### src/rtl/regfile_arbiter.sv
// rtl/regfile_arbiter.sv - Round-robin sharing of a single-port GPR file with a post-reset zero sweep.
module regfile_arbiter #(
    parameter int NREQ = 3,
    parameter int RW   = 32,
    parameter int AW   = 5
) (
    input  logic                 clk,
    input  logic                 rst,
    input  logic [NREQ-1:0]      req_valid,
    output logic [NREQ-1:0]      req_ready,
    input  logic [NREQ-1:0]      req_wen,
    input  logic [NREQ*AW-1:0]   req_addr,
    input  logic [NREQ*RW-1:0]   req_wdata,
    output logic [NREQ-1:0]      rsp_valid,
    output logic [RW-1:0]        rsp_rdata,
    output logic                 init_done,
    output logic                 rf_wen,
    output logic [AW-1:0]        rf_waddr,
    output logic [RW-1:0]        rf_wdata,
    output logic [AW-1:0]        rf_raddr,
    input  logic [RW-1:0]        rf_rdata
);

    localparam int PW = (NREQ > 1) ? $clog2(NREQ) : 1;

    typedef enum logic {
        ST_INIT,
        ST_RUN
    } state_t;

    state_t            state_q, state_d;
    logic [AW-1:0]     cnt_q, cnt_d;
    logic [PW-1:0]     ptr_q, ptr_d;
    logic [NREQ-1:0]   rsp_valid_q, rsp_valid_d;

    logic              gnt_found;
    logic [PW-1:0]     gnt_idx;
    logic [NREQ-1:0]   gnt_oh;
    logic [AW-1:0]     gnt_addr;
    logic [RW-1:0]     gnt_wdata;
    logic              gnt_wen;

    // First valid requester at or after the pointer, wrapping modulo NREQ.
    always_comb begin
        logic [PW:0]   sum;
        logic [PW-1:0] idx;
        gnt_found = 1'b0;
        gnt_idx   = '0;
        sum       = '0;
        idx       = '0;
        for (int k = 0; k < NREQ; k++) begin
            sum = {1'b0, ptr_q} + (PW+1)'(k);
            if (sum >= (PW+1)'(NREQ)) begin
                sum = sum - (PW+1)'(NREQ);
            end
            idx = sum[PW-1:0];
            if (!gnt_found && req_valid[idx]) begin
                gnt_found = 1'b1;
                gnt_idx   = idx;
            end
        end
    end

    assign gnt_oh    = gnt_found ? (NREQ'(1) << gnt_idx) : '0;
    assign gnt_addr  = req_addr[gnt_idx*AW +: AW];
    assign gnt_wdata = req_wdata[gnt_idx*RW +: RW];
    assign gnt_wen   = req_wen[gnt_idx];

    always_comb begin
        state_d     = state_q;
        cnt_d       = cnt_q;
        ptr_d       = ptr_q;
        rsp_valid_d = '0;
        req_ready   = '0;
        rf_wen      = 1'b0;
        rf_waddr    = '0;
        rf_wdata    = '0;
        rf_raddr    = '0;
        case (state_q)
            ST_INIT: begin
                rf_wen   = 1'b1;
                rf_waddr = cnt_q;
                cnt_d    = cnt_q + 1'b1;
                if (cnt_q == '1) begin
                    state_d = ST_RUN;
                end
            end
            ST_RUN: begin
                if (gnt_found) begin
                    req_ready = gnt_oh;
                    ptr_d     = (gnt_idx == PW'(NREQ-1)) ? '0 : gnt_idx + 1'b1;
                    // Writes to x0 are accepted but never reach the array.
                    if (gnt_wen) begin
                        if (gnt_addr != '0) begin
                            rf_wen   = 1'b1;
                            rf_waddr = gnt_addr;
                            rf_wdata = gnt_wdata;
                        end
                    end else begin
                        rf_raddr    = gnt_addr;
                        rsp_valid_d = gnt_oh;
                    end
                end
            end
            default: state_d = ST_INIT;
        endcase
    end

    always_ff @(posedge clk) begin
        if (rst) begin
            state_q     <= ST_INIT;
            cnt_q       <= '0;
            ptr_q       <= '0;
            rsp_valid_q <= '0;
        end else begin
            state_q     <= state_d;
            cnt_q       <= cnt_d;
            ptr_q       <= ptr_d;
            rsp_valid_q <= rsp_valid_d;
        end
    end

    assign rsp_valid = rsp_valid_q;
    assign rsp_rdata = rf_rdata;
    assign init_done = (state_q == ST_RUN);

endmodule

### config.mk
export PLATFORM = sky130hd
export DESIGN_NAME = regfile_arbiter
export DESIGN_NICKNAME = d
export VERILOG_FILES = /design/src/rtl/regfile_arbiter.sv
export SDC_FILE = /design/constraint.sdc
export NUM_CORES = 1
export LEC_CHECK = 0
export ABC_CLOCK_PERIOD_IN_PS = 2700
export CAP_MARGIN = 15
export CORE_UTILIZATION = 27
export CTS_CLUSTER_DIAMETER = 30
export DETAILED_ROUTE_END_ITERATION = 16
export HOLD_SLACK_MARGIN = 0.08
export PLACE_DENSITY_LB_ADDON = 0.1
export REMOVE_ABC_BUFFERS = 1
export SETUP_SLACK_MARGIN = 0.3
export SYNTH_ARGS = -nofsm -noshare
export SYNTH_HDL_FRONTEND = slang
export SYNTH_SLANG_ARGS = --single-unit
export TNS_END_PERCENT = 1
### constraint.sdc
create_clock -name clk -period 2.7 [get_ports clk]
set_input_delay 0.27 -clock clk [delete_from_list [all_inputs] [get_ports clk]]
set_output_delay 0.27 -clock clk [all_outputs]
set_load 0.01 [all_outputs]
==> results of run 1 <==
-- worst paths after layout --
kind / depth (start not counted) / to / slack [ps]
setup / recovery: 13 / rf_wdata[18] / -450
setup reg to reg: 14 / rsp_valid[1]$_SDFF_PP0_ / 340
hold reg to reg: 2 / ptr_q[1]$_SDFFE_PP0P_ / 520
hold / removal: 2 / ptr_q[1]$_SDFFE_PP0P_ / 520
-- Yosys cell counts (7+ instances only) --
master and instances:
mux2_2 39, inv_1 10, nor2_1 17, buf_2 12, a22oi_1 38, nor3_2 7, nor3_1 30, mux2i_1 7
dfxtp_1 11, buf_4 34
-- repair_timing --
action                                  in CTS  in global routing
endpoints found under the setup margin      46                 47
buffers inserted                            14                  4
endpoints found under the hold margin        0                  0
pin swaps                                   19                 13
cloned                                       3                  0
resized for setup                          254                 34
-- sequential cells by signal (all words and copies together), names as in the netlist --
register / count
ptr_q: 2
cnt_q: 5
rsp_valid: 3
init_done: 1
-- cells in the final DEF, fill, tap and decap left out, types with 9 or more instances in the layout --
master             n
a22oi_1           22
a22oi_2           17
buf_2             44
buf_4             46
buf_6             14
clkdlybuf4s50_1  120
dfxtp_1            9
mux2_2            36
nor2_1            15
nor3_1            18
nor3_2            15
-- power groups by stage --
stage          registers, mW  clock network, mW  logic, mW
2_1_floorplan          0.172                  0      0.169
3_3_place_gp           0.173                  0      0.437
3_5_place_dp           0.173                  0      0.439
4_1_cts                0.168              0.170      0.478
5_1_grt                0.168              0.175      0.542
6_report               0.168              0.165      0.505
-- layout make-up --
type	instances	share of cell area
clock buffers	4	0.009945
inverters	11	0.01022
multi-input cells	200	0.4155
flip-flops and latches	11	0.05028
well taps	102	0.02818
repair buffers	239	0.4859
-- per-layer routing --
layer	routed length, um	GRT usage	up-vias
met5	0	0.03205	-
met4	193	0.05000	0
met1	4297	0.2933	1328
met2	4779	0.3493	162
li1	-	-	1377
met3	1229	0.1073	12
-- kinds of logic (layout without fill, tap and decap cells) --
logic type,after synthesis,after routing,synth area share
simple gates,80,80,0.1997
buf+inv,67,254,0.1958
compound gates,64,64,0.2275
mux,47,47,0.2337
flops,11,11,0.09816
fa+ha+maj,6,6,0.03346
xor+xnor,3,3,0.01171
-- critical path: cells and delay by family (launching register included) --
family | cells | cell delay, ps
AOI/OAI and AO/OA | 2 | 620
buffers and inverters | 7 | 820
muxes | 2 | 580
adders and majority gates | 1 | 170
DFF | 1 | 380
and+or+nand+nor | 1 | 50
==> impl_metrics.env, run 1 <==
export IMPL_swShare=0.2995
export IMPL_startpoint="ptr_q[1]$_SDFFE_PP0P_"
export IMPL_power_mw=0.8380
export IMPL_htreeDepth=1
export IMPL_p_clk_frac=0.197
export IMPL_clock_fmax_mhz=317.5
export IMPL_fin_skew_ps=1.879
export IMPL_grt_overflow_total=0
export IMPL_cts_buffers=3
export IMPL_place_detailed_instances=542
export IMPL_worstPathMaxFanout=7
export IMPL_power_density_mw_per_mm2=185.0
export IMPL_place_hpwl_um=7893
export IMPL_ys_async_sr_fraction=0
export IMPL_groute_usage_overall=0.2303
export IMPL_die_w_um=93.16
export IMPL_status="finished with violations"
export IMPL_syn_avg_cell_area_um2=8.070
export IMPL_seqPwrFrac=0.201
export IMPL_fin_crit_sh=1.167
export IMPL_grt_first_pass_wirelength_um=15570
export IMPL_io_buffers=168
export IMPL_max_slew_margin=0.7016
export IMPL_hold_violations=0
export IMPL_timing_rr_start="ptr_q[0]$_SDFFE_PP0P_"
export IMPL_cts_sinks=11
export IMPL_p_leak_nw=1.929
export IMPL_p_sw_mw=0.2510
export IMPL_antenna_found_initial=0
export IMPL_cap_viol_max_count=0
export IMPL_hold_ws_ps=523.6
export IMPL_clock_latency_ps=230
export IMPL_ys_types=47
export IMPL_setup_viol=43
export IMPL_postLayoutCoreUtil=0.5742
export IMPL_rsz0062_at_grt="true"
export IMPL_min_path_type="reg2reg"
export IMPL_grt_max_degree=29
export IMPL_max_slew_worst_pin_slew_ps=446.2
export IMPL_stdcell_area_mm2=0.004529
export IMPL_tns_ps=-14910
export IMPL_worstPathCellList="inv_4, ha_4, mux2_4, mux2_4, buf_6, o31ai_4, inv_2, a32oi_4, buf_6, buf_12, buf_16, nor3_2, buf_2"
export IMPL_num_vias=2879
export IMPL_slew_viol_final=0
export IMPL_multiInputGateArea_mm2=0.001882
export IMPL_gp_congestion=0.7942
export IMPL_start_kind="flop"
export IMPL_synth_area_mm2=0.002243
export IMPL_pre_cts_slack_ps=-659.0
export IMPL_ys_seq_area_frac=0.09816
export IMPL_n_fill_cell=723
export IMPL_area_growth_pct=101.9
export IMPL_hp_start="ptr_q[1]$_SDFFE_PP0P_"
export IMPL_ctsHoldBuffers=0
export IMPL_cpPeakStageDelay_ps=380
export IMPL_cp_required_ps=2430
export IMPL_internal_power_mw=0.5871
export IMPL_cts_buffer_depth=2
export IMPL_finalWorstSetupSlack_ps=-450.0
export IMPL_synthTopCellsByArea="mux2_2 (20%), a22oi_1 (13%), buf_4 (11%)"
export IMPL_die_y_um=93.16
export IMPL_final_nets=623
export IMPL_syn_inst=278
export IMPL_synth_seq_cells=11
export IMPL_cts_root_buf="clkbuf_8"
export IMPL_synth_top_area_cell="mux2_2"
export IMPL_wl_per_cell_um=18.52
export IMPL_peakVddDrop_uv=167.9
export IMPL_antenna_left=0
export IMPL_end_kind="output port"
export IMPL_drt_pass1_iterations=4
export IMPL_diodes=0
export IMPL_placed_cell_area_mm2=0.004084
export IMPL_violations="negative setup slack"
export IMPL_critical_path_class="reg2out"
export IMPL_cp_slowest_cell="dfxtp_4"
export IMPL_drt_wl_total_um=10500
export IMPL_synth_edff_count=0
export IMPL_rows=32
export IMPL_start_util=0.2844
export IMPL_cts_tree="yes"
export IMPL_instances_no_fill=567
export IMPL_io_pins=233
export IMPL_synth_yosys_warnings=0
export IMPL_die_area_mm2=0.008678
export IMPL_first_iter_violations=70
export IMPL_clkTransAtPathRegs_ps=50
export IMPL_core_area_mm2=0.007888
export IMPL_ys_flop_type="dfxtp_1"
export IMPL_combPwrFrac=0.602
export IMPL_seqCellArea_um2=227.7
export IMPL_drcViolationCount=0
export IMPL_netlist_area_leader_share=0.1958
export IMPL_layout_min_cycle_time_ps=3150
export IMPL_grt_pass1_vias=2898
export IMPL_viasPerCell=5.078
export IMPL_drive_above_1_share=0.4796
export IMPL_cp_arrival_ps=2880
No activity file was read; power rests on OpenSTA's default activity.
==> run 2, diff against run 1 <==
ABC_CLOCK_PERIOD_IN_PS = 3450   (was 2700)
CORE_AREA = 2 2 90 92   (was unset)
CORE_UTILIZATION = unset   (was 27)
DIE_AREA = 0 0 92 94   (was unset)
clock period = 3.45 ns   (was 2.7 ns; I/O delays follow)
==> impl_metrics.env, run 2 (synthesis results as in run 1) <==
export IMPL_num_vias=2725
export IMPL_setup_viol=0
export IMPL_cts_sinks=11
export IMPL_peakVddDrop_uv=95.68
export IMPL_grt_pass1_vias=2715
export IMPL_cts_root_buf="clkbuf_8"
export IMPL_min_path_type="reg2reg"
export IMPL_core_area_mm2=0.007607
export IMPL_hold_ws_ps=506.3
export IMPL_htreeDepth=1
export IMPL_cap_viol_max_count=0
export IMPL_place_hpwl_um=8095
export IMPL_die_w_um=92
export IMPL_groute_usage_overall=0.2190
export IMPL_hold_violations=0
export IMPL_final_nets=587
export IMPL_antenna_found_initial=0
export IMPL_antenna_left=0
export IMPL_viasPerCell=5.132
export IMPL_cts_buffers=3
export IMPL_start_kind="flop"
export IMPL_die_y_um=94
export IMPL_fin_skew_ps=5.824
export IMPL_final_common_cell="clkdlybuf4s50_1"
export IMPL_cpPeakStageDelay_ps=360
export IMPL_max_slew_margin=0.5784
export IMPL_postLayoutCoreUtil=0.5352
export IMPL_drcViolationCount=0
export IMPL_die_area_mm2=0.008648
export IMPL_grt_first_pass_wirelength_um=14690
export IMPL_grt_max_degree=29
export IMPL_grt_overflow_total=0
export IMPL_rows=32
export IMPL_drt_wl_total_um=10140
export IMPL_clock_latency_ps=250
export IMPL_critical_path_class="reg2out"
export IMPL_wl_per_cell_um=19.10
export IMPL_status="completed"
export IMPL_clock_fmax_mhz=315.0
export IMPL_io_pins=233
export IMPL_cts_tree="yes"
export IMPL_ctsHoldBuffers=0
export IMPL_fin_crit_sh=0.9203
export IMPL_worstPathCellList="inv_2, ha_4, mux2_4, mux2_4, o31ai_4, inv_2, a32oi_4, buf_8, buf_6, nor3_2, clkdlybuf4s15_1"
export IMPL_cp_arrival_ps=2830
export IMPL_power_density_mw_per_mm2=151.7
export IMPL_layout_min_cycle_time_ps=3175
export IMPL_worstPathMaxFanout=7
export IMPL_diodes=0
export IMPL_start_util=0.2949
export IMPL_end_kind="output port"
export IMPL_largest_register_ffs=5
export IMPL_cp_slowest_cell="dfxtp_4"
export IMPL_rsz0062_at_grt="true"
export IMPL_drive_above_1_share=0.3520
export IMPL_p_leak_nw=1.673
export IMPL_drt_pass1_iterations=4
export IMPL_io_buffers=168
export IMPL_gp_congestion=0.8383
export IMPL_max_slew_worst_pin_slew_ps=631.6
export IMPL_slew_viol_final=0
export IMPL_cp_required_ps=3110
export IMPL_clkTransAtPathRegs_ps=50
export IMPL_layout_common_cells="clkdlybuf4s50_1 (122), mux2_2 (37), a22oi_1 (31)"
export IMPL_cts_buffer_depth=2
export IMPL_first_iter_violations=66
export IMPL_largest_register="cnt_q"
export IMPL_area_growth_pct=81.48
-- run 2: changes by cell type in the layout (fill, tap and decap cells not counted), sizes merged --
cell           change
buf               -79
dlygate4sd2       +10
clkdlybuf4s15      +3
clkdlybuf4s50      +2
clkbuf            +27
clkinv             +1
-- run 2: path summary, 6_finish.rpt --
check / from / end / slack [ps] / cells after the start
setup / recovery: ptr_q[1]$_SDFFE_PP0P_ / rf_wdata[18] / 280 / 11
hold / removal: ptr_q[0]$_SDFFE_PP0P_ / ptr_q[0]$_SDFFE_PP0P_ / 510 / 2
setup reg to reg: ptr_q[0]$_SDFFE_PP0P_ / rsp_valid[2]$_SDFF_PP0_ / 1160 / 9
hold reg to reg: ptr_q[0]$_SDFFE_PP0P_ / ptr_q[0]$_SDFFE_PP0P_ / 510 / 2
-- run 2: cell type report --
| cell class | instances | area, um2 |
|---|---|---|
| fillers | 745 | 3536 |
| repair buffers | 203 | 1899 |
| multi-input cells | 200 | 1729 |
| flip-flops and latches | 11 | 227.7 |
| well taps | 102 | 127.6 |
| clock buffers | 3 | 41.29 |
| inverters | 11 | 41.29 |
| clock inverters | 1 | 5.005 |
-- run 2: power by group --
| group | switching [mW] | total, mW | internal (mW) |
|---|---|---|---|
| registers | 0.00267 | 0.131 | 0.129 |
| clock network | 0.0544 | 0.134 | 0.0797 |
| logic | 0.127 | 0.352 | 0.225 |
| total | 0.184 | 0.617 | 0.434 |
-- run 2: critical path, delay by kind of cell (launching register included) --
family          cells  cell delay [ps]
compound gates      2              660
fa+ha+maj           1              190
buf+inv             5              700
flops               1              360
mux                 2              610
simple gates        1               50
-- run 2: stage by stage --
step	setup TNS [ps]	instances	setup WS (ps)	area, um2	total power [mW]
CTS	0	526	209.2	4104	0.6163
global placement	-47.85	513	-31.00	3891	0.4626
detailed placement	-79.34	513	-49.37	3891	0.4681
floorplan	-45720	222	-1251	1846	0.2675
finish	0	531	275.1	4071	0.6175
global route	0	531	193.0	4071	0.6504
-- run 2: per-layer routing --
layer  wire length, um  up-vias  GRT usage
li1                  -     1310          -
met2              4774      147     0.3591
met3              1226        7     0.1188
met4                78        2    0.03980
met1              4015     1259     0.2494
met5                46        -    0.07692
-- run 2: timing repair --
action | CTS | global route
endpoints found under the setup margin | 46 | 45
pin swaps | 6 | 11
resized for setup | 95 | 70
setup buffers | 8 | 5
cloned | 1 | 0
==> run 3, diff against run 2 <==
GPL_TIMING_DRIVEN = 0   (was unset)
RECOVER_POWER = 50   (was unset)
==> impl_metrics.env, run 3 (synthesis results as in run 1) <==
export IMPL_place_hpwl_um=7727
export IMPL_grt_max_degree=22
export IMPL_cp_arrival_ps=2880
export IMPL_cts_buffers=3
export IMPL_drt_pass1_iterations=4
export IMPL_cpPeakStageDelay_ps=370
export IMPL_rows=32
export IMPL_antenna_left=0
export IMPL_die_area_mm2=0.008648
export IMPL_critical_path_class="reg2out"
export IMPL_diodes=0
export IMPL_drt_wl_total_um=11950
export IMPL_layout_min_cycle_time_ps=3223
export IMPL_layout_common_cells="clkdlybuf4s50_1 (118), buf_4 (52), mux2_2 (36)"
export IMPL_place_detailed_instances=496
export IMPL_hold_violations=0
export IMPL_grt_first_pass_wirelength_um=17380
export IMPL_area_growth_pct=100.9
export IMPL_end_kind="output port"
export IMPL_drcViolationCount=0
export IMPL_final_common_cell="clkdlybuf4s50_1"
export IMPL_first_iter_violations=144
export IMPL_crit_top_cell="buf_4"
export IMPL_die_w_um=92
export IMPL_antenna_found_initial=0
export IMPL_grt_pass1_vias=3049
export IMPL_max_slew_margin=0.6074
export IMPL_p_leak_nw=1.881
export IMPL_clkTransAtPathRegs_ps=50
export IMPL_fin_crit_sh=0.9342
export IMPL_start_util=0.2949
export IMPL_groute_usage_overall=0.2595
export IMPL_largest_register_ffs=5
export IMPL_wl_per_cell_um=21.08
export IMPL_grt_overflow_total=0
export IMPL_start_kind="flop"
export IMPL_final_nets=623
export IMPL_cts_buffer_depth=2
export IMPL_worstPathCellList="inv_2, ha_4, nor3b_2, o211ai_1, buf_4, a31oi_4, a21oi_4, clkbuf_16, a22oi_2, buf_4, clkbuf_16, buf_4, nor3_2, buf_2"
export IMPL_finalWorstSetupSlack_ps=227.0
export IMPL_pre_cts_slack_ps=-1159
export IMPL_slew_viol_final=0
export IMPL_cts_sinks=11
export IMPL_power_density_mw_per_mm2=151.3
export IMPL_viasPerCell=5.273
export IMPL_max_slew_worst_pin_slew_ps=588.0
export IMPL_cts_tree="yes"
export IMPL_die_y_um=94
export IMPL_fin_skew_ps=2.614
export IMPL_status="completed"
export IMPL_worstPathMaxFanout=6
export IMPL_drive_above_1_share=0.4516
export IMPL_power_mw=0.6819
export IMPL_instances_no_fill=567
export IMPL_clock_fmax_mhz=310.3
export IMPL_htreeDepth=1
export IMPL_setup_viol=0
export IMPL_io_buffers=168
export IMPL_cp_slowest_cell="dfxtp_4"
export IMPL_ctsHoldBuffers=0
export IMPL_cap_viol_max_count=0
export IMPL_rsz0062_at_grt="true"
export IMPL_io_pins=233
export IMPL_gp_congestion=0.8081
export IMPL_num_vias=2990
export IMPL_cts_root_buf="clkbuf_8"
export IMPL_largest_register="cnt_q"
export IMPL_cp_required_ps=3110
export IMPL_peakVddDrop_uv=96.35
export IMPL_min_path_type="reg2reg"
export IMPL_core_area_mm2=0.007607
export IMPL_clock_latency_ps=240
export IMPL_hold_ws_ps=510.0
==> run 3: cell types whose count changed in the layout (fill, tap and decap cells not counted), sizes merged, moves of 3 or more <==
cell,previous run,this run
dlygate4sd2,10,4
dlygate4sd3,0,4
and2,1,4
bufbuf,0,3
buf,37,74
clkdlybuf4s50,122,118
==> run 3: area by class of cell <==
class                           instances  area (um2)
Timing Repair Buffer                  234        2161
Tap cell                              102       127.6
Inverter                               11       41.29
Multi-Input combinational cell        205        1904
Clock buffer                            4       45.04
Fill cell                             678        3100
Sequential cell                        11       227.7
==> run 3: critical path: cells and delay by family, from the launching register on <==
family                   cells  cell delay, ps
AO/OA/AOI/OAI                4             830
AND/OR/NAND/NOR              2             220
adder cells (fa/ha/maj)      1             240
buffers and inverters        7             970
flip-flops                   1             370
==> run 3: power breakdown <==
| part | switching [mW] | internal, mW | leakage, nW | total (mW) |
|---|---|---|---|---|
| Clock | 0.0474 | 0.0811 | 0.0228 | 0.128 |
| Combinational | 0.153 | 0.269 | 1.77 | 0.422 |
| Sequential | 0.00248 | 0.129 | 0.0908 | 0.131 |
| Total | 0.203 | 0.479 | 1.88 | 0.682 |
==> run 3: per-stage QoR <==
step	cell area [um2]	setup TNS, ps	utilization
2_1_floorplan	1846	-45720	-
3_3_place_gp	3655	-163850	0.4804
3_5_place_dp	3769	-45350	0.4954
4_1_cts	4385	0	0.5765
5_1_grt	4507	0	0.5924
6_report	4507	0	0.5924
==> run 3: timing repair <==
item,4_1_cts,5_1_grt
gates resized for setup,95,126
pin swaps,12,11
setup buffers,35,23
gates cloned,8,1
endpoints found under the setup margin,46,46
hold endpoints to repair,0,0
==> run 3: path summary, 6_finish.rpt <==
path,depth (start not counted),slack [ps],to,from
min,2,510,ptr_q[0]$_SDFFE_PP0P_,ptr_q[0]$_SDFFE_PP0P_
max,14,230,rf_wdata[0],ptr_q[0]$_SDFFE_PP0P_
min reg2reg,2,510,ptr_q[0]$_SDFFE_PP0P_,ptr_q[0]$_SDFFE_PP0P_
max reg2reg,9,1130,rsp_valid[2]$_SDFF_PP0_,ptr_q[0]$_SDFFE_PP0P_
==> run 3: layer usage <==
metal	part of all wire	global-route usage	vias up
met5	0	0.03205	-
met4	0.0033	0.03483	0
met3	0.11	0.1132	4
met2	0.49	0.4326	170
met1	0.40	0.3157	1425
li1	-	-	1391
